### src/rtl/adder_pkg.sv
// Shared definitions for the pipelined add/subtract unit: opcode encodings,
// the registered flag bundle and the per-stage segment width helper.
package adder_pkg;

    localparam logic OP_ADD = 1'b0;
    localparam logic OP_SUB = 1'b1;

    typedef struct packed {
        logic cout;
        logic ovf;
        logic zero;
    } flags_t;

    // Returns 0 for an illegal split so the top level can reject it at elaboration.
    function automatic int seg_width(input int width, input int stages);
        if (stages < 1 || width < 2 || (width % stages) != 0)
            return 0;
        return width / stages;
    endfunction

endpackage

### src/rtl/adder_segment.sv
// One SEG-bit slice of the adder: sum, carry out and the carry into the slice MSB
// (the latter feeds signed-overflow detection in the final slice).
module adder_segment #(
    parameter int SEG = 8
) (
    input  logic [SEG-1:0] a,
    input  logic [SEG-1:0] b,
    input  logic           cin,
    output logic [SEG-1:0] sum,
    output logic           cout,
    output logic           c_msb
);

    logic [SEG:0] full;

    assign full  = {1'b0, a} + {1'b0, b} + {{SEG{1'b0}}, cin};
    assign sum   = full[SEG-1:0];
    assign cout  = full[SEG];
    // Recover the carry into the MSB from the MSB's own sum equation.
    assign c_msb = sum[SEG-1] ^ a[SEG-1] ^ b[SEG-1];

endmodule

### src/rtl/pipelined_adder.sv
// Pipelined two's-complement add/subtract with per-stage valid/ready flow control.
// Define PIPELINED_ADDER_SATURATE_EN to add in_sat and clamp overflowing results.
module pipelined_adder
    import adder_pkg::*;
#(
    parameter int WIDTH  = 16,
    parameter int STAGES = 2
) (
    input  logic             clk,
    input  logic             rst_n,
    input  logic             in_valid,
    output logic             in_ready,
    input  logic [WIDTH-1:0] in_a,
    input  logic [WIDTH-1:0] in_b,
    input  logic             in_cin,
    input  logic             in_sub,
`ifdef PIPELINED_ADDER_SATURATE_EN
    input  logic             in_sat,
`endif
    output logic             out_valid,
    input  logic             out_ready,
    output logic [WIDTH-1:0] out_sum,
    output logic             out_cout,
    output logic             out_ovf,
    output logic             out_zero
);

    localparam int SEG = seg_width(WIDTH, STAGES);

    if (SEG == 0) begin : g_bad_params
        $error("pipelined_adder: WIDTH must be >= 2 and divisible by STAGES");
    end

    logic [WIDTH-1:0]  b_eff;
    logic              cin_eff;
    logic [STAGES-1:0] stage_valid;
    logic [STAGES-1:0] stage_adv;

    assign b_eff   = (in_sub == OP_SUB) ? ~in_b : in_b;
    assign cin_eff = (in_sub == OP_SUB) ? 1'b1 : in_cin;

    // Ready ripples backwards from the output: a stage moves when its successor
    // is empty or moving on the same edge.
    always_comb begin
        stage_adv = '0;
        stage_adv[STAGES-1] = stage_valid[STAGES-1] && out_ready;
        for (int k = STAGES - 2; k >= 0; k--)
            stage_adv[k] = stage_valid[k] && (!stage_valid[k+1] || stage_adv[k+1]);
    end

    assign in_ready = !stage_valid[0] || stage_adv[0];

    genvar gi;
    for (gi = 0; gi < STAGES; gi++) begin : g_stage
        localparam int HI = (gi + 1) * SEG;
        localparam int UP = WIDTH - HI;

        logic [SEG-1:0] seg_a;
        logic [SEG-1:0] seg_b;
        logic [SEG-1:0] seg_sum;
        logic           seg_cin;
        logic           seg_cout;
        logic           seg_cmsb;
        logic [HI-1:0]  next_sum;
        logic [HI-1:0]  load_sum;
        logic [HI-1:0]  sum_reg;
        logic           take;
        logic           valid_reg;
`ifdef PIPELINED_ADDER_SATURATE_EN
        logic           sat_in;
`endif

        adder_segment #(.SEG(SEG)) u_seg (
            .a     (seg_a),
            .b     (seg_b),
            .cin   (seg_cin),
            .sum   (seg_sum),
            .cout  (seg_cout),
            .c_msb (seg_cmsb)
        );

        if (gi == 0) begin : g_src
            assign take     = in_valid && in_ready;
            assign seg_a    = in_a[SEG-1:0];
            assign seg_b    = b_eff[SEG-1:0];
            assign seg_cin  = cin_eff;
            assign next_sum = seg_sum;
`ifdef PIPELINED_ADDER_SATURATE_EN
            assign sat_in   = in_sat;
`endif
        end else begin : g_src
            assign take     = stage_adv[gi-1];
            assign seg_a    = g_stage[gi-1].g_ops.a_reg[SEG-1:0];
            assign seg_b    = g_stage[gi-1].g_ops.b_reg[SEG-1:0];
            assign seg_cin  = g_stage[gi-1].g_mid.carry_reg;
            assign next_sum = {seg_sum, g_stage[gi-1].sum_reg};
`ifdef PIPELINED_ADDER_SATURATE_EN
            assign sat_in   = g_stage[gi-1].g_mid.sat_reg;
`endif
        end

        // Operand bits above this slice ride along until their own stage adds them.
        if (UP > 0) begin : g_ops
            logic [UP-1:0] a_next;
            logic [UP-1:0] b_next;
            logic [UP-1:0] a_reg;
            logic [UP-1:0] b_reg;

            if (gi == 0) begin : g_from
                assign a_next = in_a[WIDTH-1:HI];
                assign b_next = b_eff[WIDTH-1:HI];
            end else begin : g_from
                assign a_next = g_stage[gi-1].g_ops.a_reg[UP+SEG-1:SEG];
                assign b_next = g_stage[gi-1].g_ops.b_reg[UP+SEG-1:SEG];
            end

            always_ff @(posedge clk or negedge rst_n) begin
                if (!rst_n) begin
                    a_reg <= '0;
                    b_reg <= '0;
                end else if (take) begin
                    a_reg <= a_next;
                    b_reg <= b_next;
                end
            end
        end

        if (gi == STAGES - 1) begin : g_last
            flags_t flags_reg;
            logic   ovf;

            assign ovf = seg_cmsb ^ seg_cout;

            always_comb begin
                load_sum = next_sum;
`ifdef PIPELINED_ADDER_SATURATE_EN
                // On overflow the wrapped MSB is the inverse of A's sign.
                if (sat_in && ovf)
                    load_sum = next_sum[HI-1] ? {1'b0, {(HI-1){1'b1}}}
                                              : {1'b1, {(HI-1){1'b0}}};
`endif
            end

            always_ff @(posedge clk or negedge rst_n) begin
                if (!rst_n) begin
                    flags_reg <= '0;
                end else if (take) begin
                    flags_reg.cout <= seg_cout;
                    flags_reg.ovf  <= ovf;
                    flags_reg.zero <= ~|load_sum;
                end
            end
        end else begin : g_mid
            logic carry_reg;
            logic cmsb_unused;
`ifdef PIPELINED_ADDER_SATURATE_EN
            logic sat_reg;
`endif

            assign load_sum    = next_sum;
            assign cmsb_unused = seg_cmsb;

            always_ff @(posedge clk or negedge rst_n) begin
                if (!rst_n) begin
                    carry_reg <= 1'b0;
`ifdef PIPELINED_ADDER_SATURATE_EN
                    sat_reg   <= 1'b0;
`endif
                end else if (take) begin
                    carry_reg <= seg_cout;
`ifdef PIPELINED_ADDER_SATURATE_EN
                    sat_reg   <= sat_in;
`endif
                end
            end
        end

        always_ff @(posedge clk or negedge rst_n) begin
            if (!rst_n) begin
                valid_reg <= 1'b0;
                sum_reg   <= '0;
            end else if (take) begin
                valid_reg <= 1'b1;
                sum_reg   <= load_sum;
            end else if (stage_adv[gi]) begin
                valid_reg <= 1'b0;
            end
        end

        assign stage_valid[gi] = valid_reg;
    end

    assign out_valid = stage_valid[STAGES-1];
    assign out_sum   = g_stage[STAGES-1].sum_reg;
    assign out_cout  = g_stage[STAGES-1].g_last.flags_reg.cout;
    assign out_ovf   = g_stage[STAGES-1].g_last.flags_reg.ovf;
    assign out_zero  = g_stage[STAGES-1].g_last.flags_reg.zero;

endmodule

### config.mk
export PLATFORM = sky130hd
export DESIGN_NAME = pipelined_adder
export DESIGN_NICKNAME = d
export VERILOG_FILES = /design/src/rtl/adder_pkg.sv /design/src/rtl/adder_segment.sv /design/src/rtl/pipelined_adder.sv
export SDC_FILE = /design/constraint.sdc
export NUM_CORES = 1
export LEC_CHECK = 0
export ABC_AREA = 1
export BUFFER_PORTS_ARGS = -buffer_cell sky130_fd_sc_hd__buf_2
export CORE_ASPECT_RATIO = 0.75
export CORE_MARGIN = 1.5
export CORE_UTILIZATION = 45
export CTS_BUF_LIST = sky130_fd_sc_hd__clkbuf_8 sky130_fd_sc_hd__clkbuf_16
export DETAILED_ROUTE_END_ITERATION = 10
export GPL_ROUTABILITY_DRIVEN = 0
export MAX_ROUTING_LAYER = met4
export PLACE_DENSITY = 0.68
export SYNTH_ARGS = -nofsm -noshare
export SYNTH_HDL_FRONTEND = slang
export SYNTH_SLANG_ARGS = --single-unit
### constraint.sdc
create_clock -name clk -period 3.1 [get_ports clk]
set_clock_uncertainty 0.1 [all_clocks]
set_input_delay 0.155 -clock clk [delete_from_list [all_inputs] [get_ports clk]]
set_output_delay 0.155 -clock clk [all_outputs]
set_load 0.02 [all_outputs]
==> out/qor.txt <==
switching share of power: 40.97%
switching pwr: 0.8784 mW
total wire length: 5350 µm
synth unique cells: 28
crit end category: register
Peak VDD IR: 0.2879 mV
internal reg-to-reg setup slack: 0.86 ns
DR pass1 iterations: 4
initial core utilization: 47.80%
vias in the first global route: 2,025
Antenna Cells: 0
gr ovfl total: 0
Hold Path End: out_valid
DRC viols: 0
yosys warns: 0
first-pass GRT wire length: 9446 µm
buffers and inverters on the worst path: 0
TritonCTS buffer count: 5
CP peak stage delay: 0.47 ns
area added between synthesis and finish: 20.68%
mapped cell area: 2614 µm²
worst r2r dst: out_ovf
root buf cell: clkbuf_8
H-tree Lvls: 2
Largest delay share family, worst path: adder cells
Worst Tran Pin Value: 0.9924 ns
post-CTS resize count: 0
Tcrit/Tclk final: 72.24%
clk buf depth: 2
HP Start: out_ready
internal power: 1.266 mW
Hold Fails Final Rpt: 0
RR Startpoint: g_stage[0].g_ops.a_reg[0]
placed instance count: 445
Mapped Avg Cell Area: 8.219 µm²
Seq pwr share: 40.8%
Die Y: 69 µm
most common cell after layout, fill and taps aside: nand2_1
dpl cell area: 2970 µm²
Yosys reg bits: 46
total vias in the final route: 2,189
critical-path cell list: fa_1, fa_1, nand3_1, nand2_1, a21oi_1, nand3_1, nand3_1, nand2_1
drt via density: 4.738
post-route total power: 2.144 mW
PortBufs: 58
Reg2Reg Depth: 8
post-synthesis net count: 374
Skew-Pair Late Insertion Delay: 0.30 ns
worst path required time: 3.19 ns
Max Cap Viol: 0
nets@finish: 442
Rel. slew slack: 33.84%
Die ar.: 6279 µm²
wire per inst: 11.58 µm
Pwr per Cell Area: 679.7 nW/µm²
CTS tree: yes
Iter 0 DRT Violations: 88
commonest cells after routing, fill and taps aside: 118 x nand2_1, 58 x buf_2, 46 x dfrtp_1
clk slew on worst S/H paths: 0.09 ns
critical path type: reg2reg
Worst setup SP type: register
fin util: 57.69%
CTS hold repair buffers: 9
Comb power frac: 41.8%
Gate Count Post-Synth: 318
worst min path class: in2reg
post-route insts no fill: 462
RSZ-0062 raised after global routing: no
Clk network pwr share: 17.4%
Worst path most repeated cell: nand3_1
Max FO, Critical Path: 3
post-route setup TNS: 0 ns
# clock sinks: 46
fin crit period: 2.239 ns
Max Slew Vio Count: 0
antenna-violating nets left: 0
Slowest cell on crit path: fa_1
P_leak: 1.692 nW
share of post-route cells with drive strength above 1: 20.16%
max reg flops: 16
post-route design area: 3154 µm²
fill count: 531
Worst Path Arrival: 2.33 ns
initial antenna violation count: 0
Ports: 59
HPWL after detailed placement: 4199 µm
GRT Overall Usage: 19.20%
Seq/Total Area, Yosys: 44.04%
Post-CTS Setup Bufs: 0
hold depth: 4
Rows: 23
largest net degree at the start of global routing: 47
CORE AREA: 5468 µm²
Max Fclk: 446.6 MHz
setup violators final: 0
outcome: complete, no violations
Die W: 91 µm
stage by stage:
stage / hold WS (ns) / worst slack, ns
6_report: 0.01737 / 0.8607
5_1_grt: 0.04169 / 0.6808
4_1_cts: 0.01201 / 0.8750
3_5_place_dp: 0.2560 / 0.7709
3_3_place_gp: 0.2508 / 0.8143
2_1_floorplan: -0.2406 / 0.6758
layout make-up:
cell class	instances	area, µm²	share of cell area [%]
multi-input cells	239	1323	41.93
flip-flops and latches	46	1151	36.49
inverters	24	90.09	2.856
repair buffers	70	402.9	12.77
clock buffers	5	68.82	2.182
well taps	75	93.84	2.975
clock inverters	3	25.02	0.7933
cell usage after synthesis (all sizes together):
| cell type | n | share of area [%] |
|---|---|---|
| nand2 | 119 | 17 |
| dfrtp | 46 | 44 |
| nor2 | 15 | 2.3 |
| nand3 | 17 | 3.8 |
| xor2 | 11 | 3.7 |
| fa | 4 | 3.1 |
| or2 | 2 | 0.57 |
| nor4 | 1 | 0.24 |
| clkbuf | 3 | 0.43 |
| ha | 14 | 6.7 |
| a31oi | 3 | 0.72 |
| o21ai | 22 | 4.2 |
| a21oi | 12 | 2.4 |
| o21bai | 1 | 0.29 |
| nand4 | 4 | 0.96 |
| o211ai | 1 | 0.29 |
| buf | 6 | 1.5 |
| xnor2 | 11 | 3.7 |
| o22ai | 2 | 0.48 |
| inv | 24 | 3.4 |
worst register-to-register path, delay by kind of cell, from the launching register on:
| kind | cells | cell delay, ns |
|---|---|---|
| AOI/OAI and AO/OA | 1 | 0.26 |
| DFF | 1 | 0.42 |
| adders and majority gates | 2 | 0.89 |
| and+or+nand+nor | 5 | 0.47 |
worst max path at each step:
stage	startpoint	endpoint	slack [ns]	depth (start not counted)
3_3_place_gp	in_sub	g_stage[0].sum_reg[6]	0.81	13
4_1_cts	g_stage[0].g_ops.a_reg[0]	out_ovf	0.87	8
6_report	g_stage[0].g_ops.a_reg[0]	out_ovf	0.86	8
3_5_place_dp	in_sub	g_stage[0].sum_reg[6]	0.77	13
5_1_grt	g_stage[0].g_ops.a_reg[0]	out_ovf	0.68	8
2_1_floorplan	in_sub	g_stage[0].sum_reg[6]	0.68	13
cells by family (layout without fill, tap and decap cells):
logic type,after synthesis,count (layout),synth area share [%]
simple gates,158,158,25.04
flops,46,46,44.04
compound gates,41,41,8.425
buf+inv,33,102,5.361
xor+xnor,22,22,7.372
fa+ha+maj,18,18,9.766
power by group through the flow:
stage,registers [mW],logic (mW),clock network [mW]
after floorplan,0.998,0.506,0
after global placement,0.880,0.879,0
after detailed placement,0.887,0.892,0
after CTS,0.875,0.902,0.382
after global routing,0.898,1.02,0.415
final,0.875,0.896,0.373
routing by layer:
| metal | GRT usage, % | up-vias | wire (µm) |
|---|---|---|---|
| met4 | 4.167 | 0 | 35 |
| li1 | - | 1157 | - |
| met1 | 30.45 | 968 | 3037 |
| met5 | - | - | 0 |
| met3 | 4.084 | 2 | 313 |
| met2 | 24.54 | 62 | 1963 |
(Power assumes the default switching activity.)
